[src/rtl/fetch_branch_unit.sv]
// fetch_branch_unit: single-issue fetch / issue / branch-resolve sequencer with NZCV flags and retire counter.
//   clk, rst                 clock, asynchronous active-high reset
//   imem_req/addr/ack/rdata  instruction memory fetch handshake (addr = current PC)
//   instr_out/valid/ready    held instruction handed to execute
//   ctl_valid + control bits execute completion, branch/flag controls, ALU zero and NZCV
//   flags, retire_count      architectural NZCV and retired-instruction count
module fetch_branch_unit #(
    parameter logic [63:0] RESET_PC = 64'h0
) (
    input  logic        clk,
    input  logic        rst,
    output logic        imem_req,
    output logic [63:0] imem_addr,
    input  logic        imem_ack,
    input  logic [31:0] imem_rdata,
    output logic [31:0] instr_out,
    output logic        instr_valid,
    input  logic        instr_ready,
    input  logic        ctl_valid,
    input  logic        UncondBranch,
    input  logic        ZeroBranch,
    input  logic        FlagBranch,
    input  logic        FlagWrite,
    input  logic        alu_zero,
    input  logic [3:0]  alu_flags,
    output logic [3:0]  flags,
    output logic [31:0] retire_count
);
    typedef enum logic [1:0] {IDLE, FETCH, ISSUE, EXEC} stateT;
    stateT state;
    logic [63:0] pc, brOffset, condOffset, nextPc;
    logic condBase, condTrue, taken;
    logic n, z, c, v;
    assign imem_addr = pc;
    assign {n, z, c, v} = flags;
    assign brOffset = {{36{instr_out[25]}}, instr_out[25:0], 2'b00};
    assign condOffset = {{43{instr_out[23]}}, instr_out[23:5], 2'b00};
    // Condition codes come in true/inverted pairs: bits [3:1] pick the test, bit 0 inverts it, 111x is always.
    always_comb begin
        case (instr_out[3:1])
            3'b000:  condBase = z;
            3'b001:  condBase = c;
            3'b010:  condBase = n;
            3'b011:  condBase = v;
            3'b100:  condBase = c & ~z;
            3'b101:  condBase = n == v;
            3'b110:  condBase = ~z & (n == v);
            default: condBase = 1'b1;
        endcase
        condTrue = (instr_out[3:1] == 3'b111) ? 1'b1 : condBase ^ instr_out[0];
    end
    // Highest-priority branch bit alone decides whether the branch is taken.
    assign taken = UncondBranch ? 1'b1 : ZeroBranch ? alu_zero : FlagBranch & condTrue;
    assign nextPc = pc + (taken ? (UncondBranch ? brOffset : condOffset) : 64'd4);
    always_ff @(posedge clk or posedge rst) begin
        if (rst) begin
            state        <= IDLE;
            pc           <= RESET_PC;
            instr_out    <= '0;
            flags        <= '0;
            retire_count <= '0;
            imem_req     <= 1'b0;
            instr_valid  <= 1'b0;
        end else begin
            case (state)
                IDLE: begin
                    state    <= FETCH;
                    imem_req <= 1'b1;
                end
                FETCH: if (imem_ack) begin
                    state       <= ISSUE;
                    imem_req    <= 1'b0;
                    instr_valid <= 1'b1;
                    instr_out   <= imem_rdata;
                end
                ISSUE: if (instr_ready) begin
                    state       <= EXEC;
                    instr_valid <= 1'b0;
                end
                EXEC: if (ctl_valid) begin
                    state        <= FETCH;
                    imem_req     <= 1'b1;
                    pc           <= nextPc;
                    retire_count <= retire_count + 32'd1;
                    if (FlagWrite) flags <= alu_flags;
                end
                default: begin
                    state       <= IDLE;
                    imem_req    <= 1'b0;
                    instr_valid <= 1'b0;
                end
            endcase
        end
    end
endmodule

[config.mk]
export PLATFORM = sky130hd
export DESIGN_NAME = fetch_branch_unit
export DESIGN_NICKNAME = d
export VERILOG_FILES = /design/src/rtl/fetch_branch_unit.sv
export SDC_FILE = /design/constraint.sdc
export NUM_CORES = 1
export LEC_CHECK = 0
export ABC_AREA = 0
export BUFFER_PORTS_ARGS = -buffer_cell sky130_fd_sc_hd__buf_2
export CAP_MARGIN = 20
export CORE_ASPECT_RATIO = 0.8
export CORE_MARGIN = 2
export CORE_UTILIZATION = 60
export CTS_CLUSTER_DIAMETER = 50
export DETAILED_ROUTE_END_ITERATION = 10
export HOLD_SLACK_MARGIN = 0.1
export PLACE_DENSITY_LB_ADDON = 0.25
export SYNTH_ARGS = -nofsm -noshare
export SYNTH_HDL_FRONTEND = slang
export SYNTH_SLANG_ARGS = --single-unit
[constraint.sdc]
create_clock -name clk -period 7.26 [get_ports clk]
set_input_delay 0.363 -clock clk [delete_from_list [all_inputs] [get_ports clk]]
set_output_delay 0.363 -clock clk [all_outputs]
set_load 0.02 [all_outputs]
==> summary.md <==
| Metric | Value |
|---|---|
| GPL Wtd Cong | `0.966` |
| Slew @ Worst Pin | `1080 ps` |
| Synthesis Warnings | `0` |
| Pin count of the biggest net entering global routing | `83` |
| Die area | `15500 um2` |
| Area after DPL | `9640 um2` |
| DIE WIDTH | `139 um` |
| Clock buffer depth | `2` |
| Logic pwr share | `0.527` |
| Reg clk slew, reported paths | `60 ps` |
| IO buf count | `177` |
| Post-layout minimum cycle time | `5150 ps` |
| Fmax | `0.194 GHz` |
| Post-synthesis adder-cell area fraction | `0.0455` |
| Syn-to-layout area delta | `18.1%` |
| Synth Area in Compound Gates | `0.136` |
| Syn Area/Cell | `8.99 um2` |
| Number of setup buffers added after CTS | `0` |
| Max Clock Skew | `13.6 ps` |
| Mux contribution to synthesized area | `0.0887` |
| Met2 usage | `0.465` |
| Post-DP HPWL | `17.4 mm` |
| FFs w/ async S/R, synth | `1.00` |
| Antenna Nets Post-Route | `0` |
| Synthesized cell area | `8690 um2` |
| Worst Path Required | `7600 ps` |
| Outcome | `finished clean` |
| Hold buffer count at CTS | `1` |
| Row cnt | `39` |
| Met1 usage | `0.452` |
| DR vias | `8055` |
| Cell taking the most area after synthesis | `dfrtp_1` |
| Post-synthesis simple-gate area fraction | `0.215` |
| Synth Area in XOR/XNOR | `0.0908` |
| Sequential power share | `0.298` |
| Final instance area | `10300 um2` |
| 1st-iter DRT viols | `809` |
| Sw frac | `0.487` |
| Post-synth EDFFs | `0` |
| Slew headroom | `0.271` |
| Top FF cell, synth | `dfrtp_1` |
| R2r setup slk | `2110 ps` |
| Global-route wire length before repair | `39.0 mm` |
| Total track usage | `0.313` |
| # IOs | `180` |
| Antenna violations before repair | `1` |
| Yosys reg bits | `134` |
| Layout cells sized above 1 | `0.234` |
| Gr ovfl total | `0` |
| Final hold violation count | `0` |
| Vias in the first global route | `7587` |
| Crit end category | `flop` |
| Vias per cell | `6.13` |
| Final setup TNS | `0 ps` |
| Slew Viols, Final | `0` |
| Largest cells by area after synthesis | `dfrtp_1 39%, xnor2_1 5.9%, mux2_2 4.8%` |
| Max-capacitance violation count | `0` |
| CTS tree | `yes` |
| Sw Pwr | `2420 uW` |
| WL per Instance | `18.3 um` |
| Netlist cell types | `75` |
| Mapped Cells | `966` |
| Total CTS buffers | `17` |
| Die Height | `112 um` |
| Final period util | `0.709` |
| CTS Sinks | `134` |
| Antenna cells | `0` |
| Power per cell area | `484 nW/um2` |
| Worst Hold Class | `in2reg` |
| Pre-Repair DR Iteration Count | `5` |
| Drt total wl | `24.1 mm` |
| Leak | `0.00490 uW` |
| Crit Path Category | `reg2reg` |
| Placeable Area | `14200 um2` |
| Fin nets | `1193` |
| # DRC | `0` |
| Largest family of logic cells by synthesized area | `simple AND/OR/NAND/NOR gates` |
| Final setup viols | `0` |
| PostCTS Resize Cnt | `0` |
| Setup crit start kind | `flop` |
| Met3 Use GR | `0.0989` |
| Initial Util | `0.612` |
| Clock share of power | `0.175` |
| H-tree Lvls | `4` |
| Crit path max fanout | `25` |
| GRT busiest layer | `met2` |
| RSZ-0062 raised after global routing | `no` |
| Clock root cell | `clkbuf_16` |
| Synth top area share | `0.386` |
| Clock Latency Late Sink | `430 ps` |
| Worst Path Arrival | `5490 ps` |
| Peak supply drop | `315 uV` |
| Sequential element share of the synthesized area | `0.386` |
| Internal power | `2550 uW` |
[cell usage in the layout, fill, tap and decap left out, drive strengths merged, types with 6 or more instances in the layout]
cell | synthesis | final
clkinv | 1 | 7
ha | 30 | 30
o211ai | 7 | 7
xnor2 | 59 | 59
a21o | 14 | 14
mux2 | 38 | 38
xor2 | 31 | 31
a21oi | 41 | 41
a211o | 8 | 8
or3 | 10 | 10
buf | 15 | 185
o31ai | 7 | 7
nand2b | 8 | 8
nor2b | 9 | 9
dfrtp | 134 | 134
nor4 | 26 | 26
and3 | 12 | 12
and2 | 6 | 6
a31oi | 9 | 9
nor2 | 82 | 82
o21ai | 51 | 51
nor3 | 35 | 35
nand3 | 36 | 36
inv | 24 | 28
nand4 | 27 | 27
clkbuf | 41 | 19
a211oi | 6 | 6
mux2i | 32 | 32
or4 | 9 | 9
nand2 | 103 | 103
o21a | 6 | 6
[flip-flops by register name, summed over array words and instances, names as in the netlist]
signal / flops
imem_addr: 62
imem_req: 1
instr_out: 32
instr_valid: 1
state: 2
flags: 4
retire_count: 32
[final cells by class]
cell class,count,area (um2)
clock buffers,19,443
clock inverters,13,144
fillers,1076,3940
inverters,25,98.8
multi-input cells,752,5010
flip-flops and latches,134,3350
well taps,184,230
repair buffers,186,976
[power by group through the flow]
stage	sequential [uW]	clock, uW	combinational, uW
after floorplan	1600	0	1670
after global placement	1450	0	2520
after detailed placement	1460	0	2560
after CTS	1460	874	2580
after global routing	1510	917	2850
final	1480	871	2620
[Yosys cell counts (all sizes together) (3+ instances only)]
master and n:
o21ai 51, nand2b 8, or4 9, and3 12
dfrtp 134, or3 10, a211oi 6, mux2 38
and4 4, a21oi 41, nand2 103, ha 30
a311oi 3, a31oi 9, nand3b 3, nand4 27
xor2 31, xnor2 59, nor4 26, buf 15
nor2 82, o21a 6, a21o 14, nor3 35
inv 24, mux2i 32, nor2b 9, o211ai 7
a211o 8, and2 6, nand3 36, clkbuf 41
o31ai 7
[stage by stage]
step	setup slack [ps]	total power (uW)	cells	utilization	hold slack [ps]
2_1_floorplan	2210	3270	967	-	513
3_3_place_gp	2360	3970	1279	0.679	431
3_5_place_dp	2230	4020	1279	0.679	432
4_1_cts	2190	4920	1312	0.721	158
5_1_grt	1770	5280	1313	0.723	151
6_report	2110	4970	1313	0.723	163
[critical path, cell delays in order, from the launching register on]
cell,delay [ps]
dfrtp_1,460
o41ai_1,630
o22ai_1,230
xor2_1,170
nand2_1,70
o21ai_1,80
buf_4,290
nor2_1,100
ha_1,430
nand4_2,150
or4_1,490
a21o_1,210
a311oi_4,310
o21ai_2,100
or4_4,560
a311o_1,330
or3_1,350
o211ai_1,100
[path summary, 6_finish.rpt]
check / to / startpoint / cells after the start
max: imem_addr[62] / instr_out[1] / 17
min: instr_out[22] / imem_rdata[22] / 2
max reg2reg: imem_addr[62] / instr_out[1] / 17
min reg2reg: imem_addr[63] / imem_addr[63] / 1
max in group asynchronous: imem_addr[38] / rst / 5
min in group asynchronous: instr_out[0] / rst / 3
[metal layers]
layer / wire (um) / vias to the layer above
met1: 11000 / 3838
li1: - / 3783
met2: 10400 / 402
met5: 15 / -
met4: 303 / 2
met3: 2320 / 30
[cells by family after synthesis]
kind of cell    count (synthesis)
buf+inv                        81
compound gates                179
simple gates                  379
mux                            71
other cells                     1
xor+xnor                       90
flops                         134
fa+ha+maj                      31
Note: power is estimated with default switching activity, not from simulation.
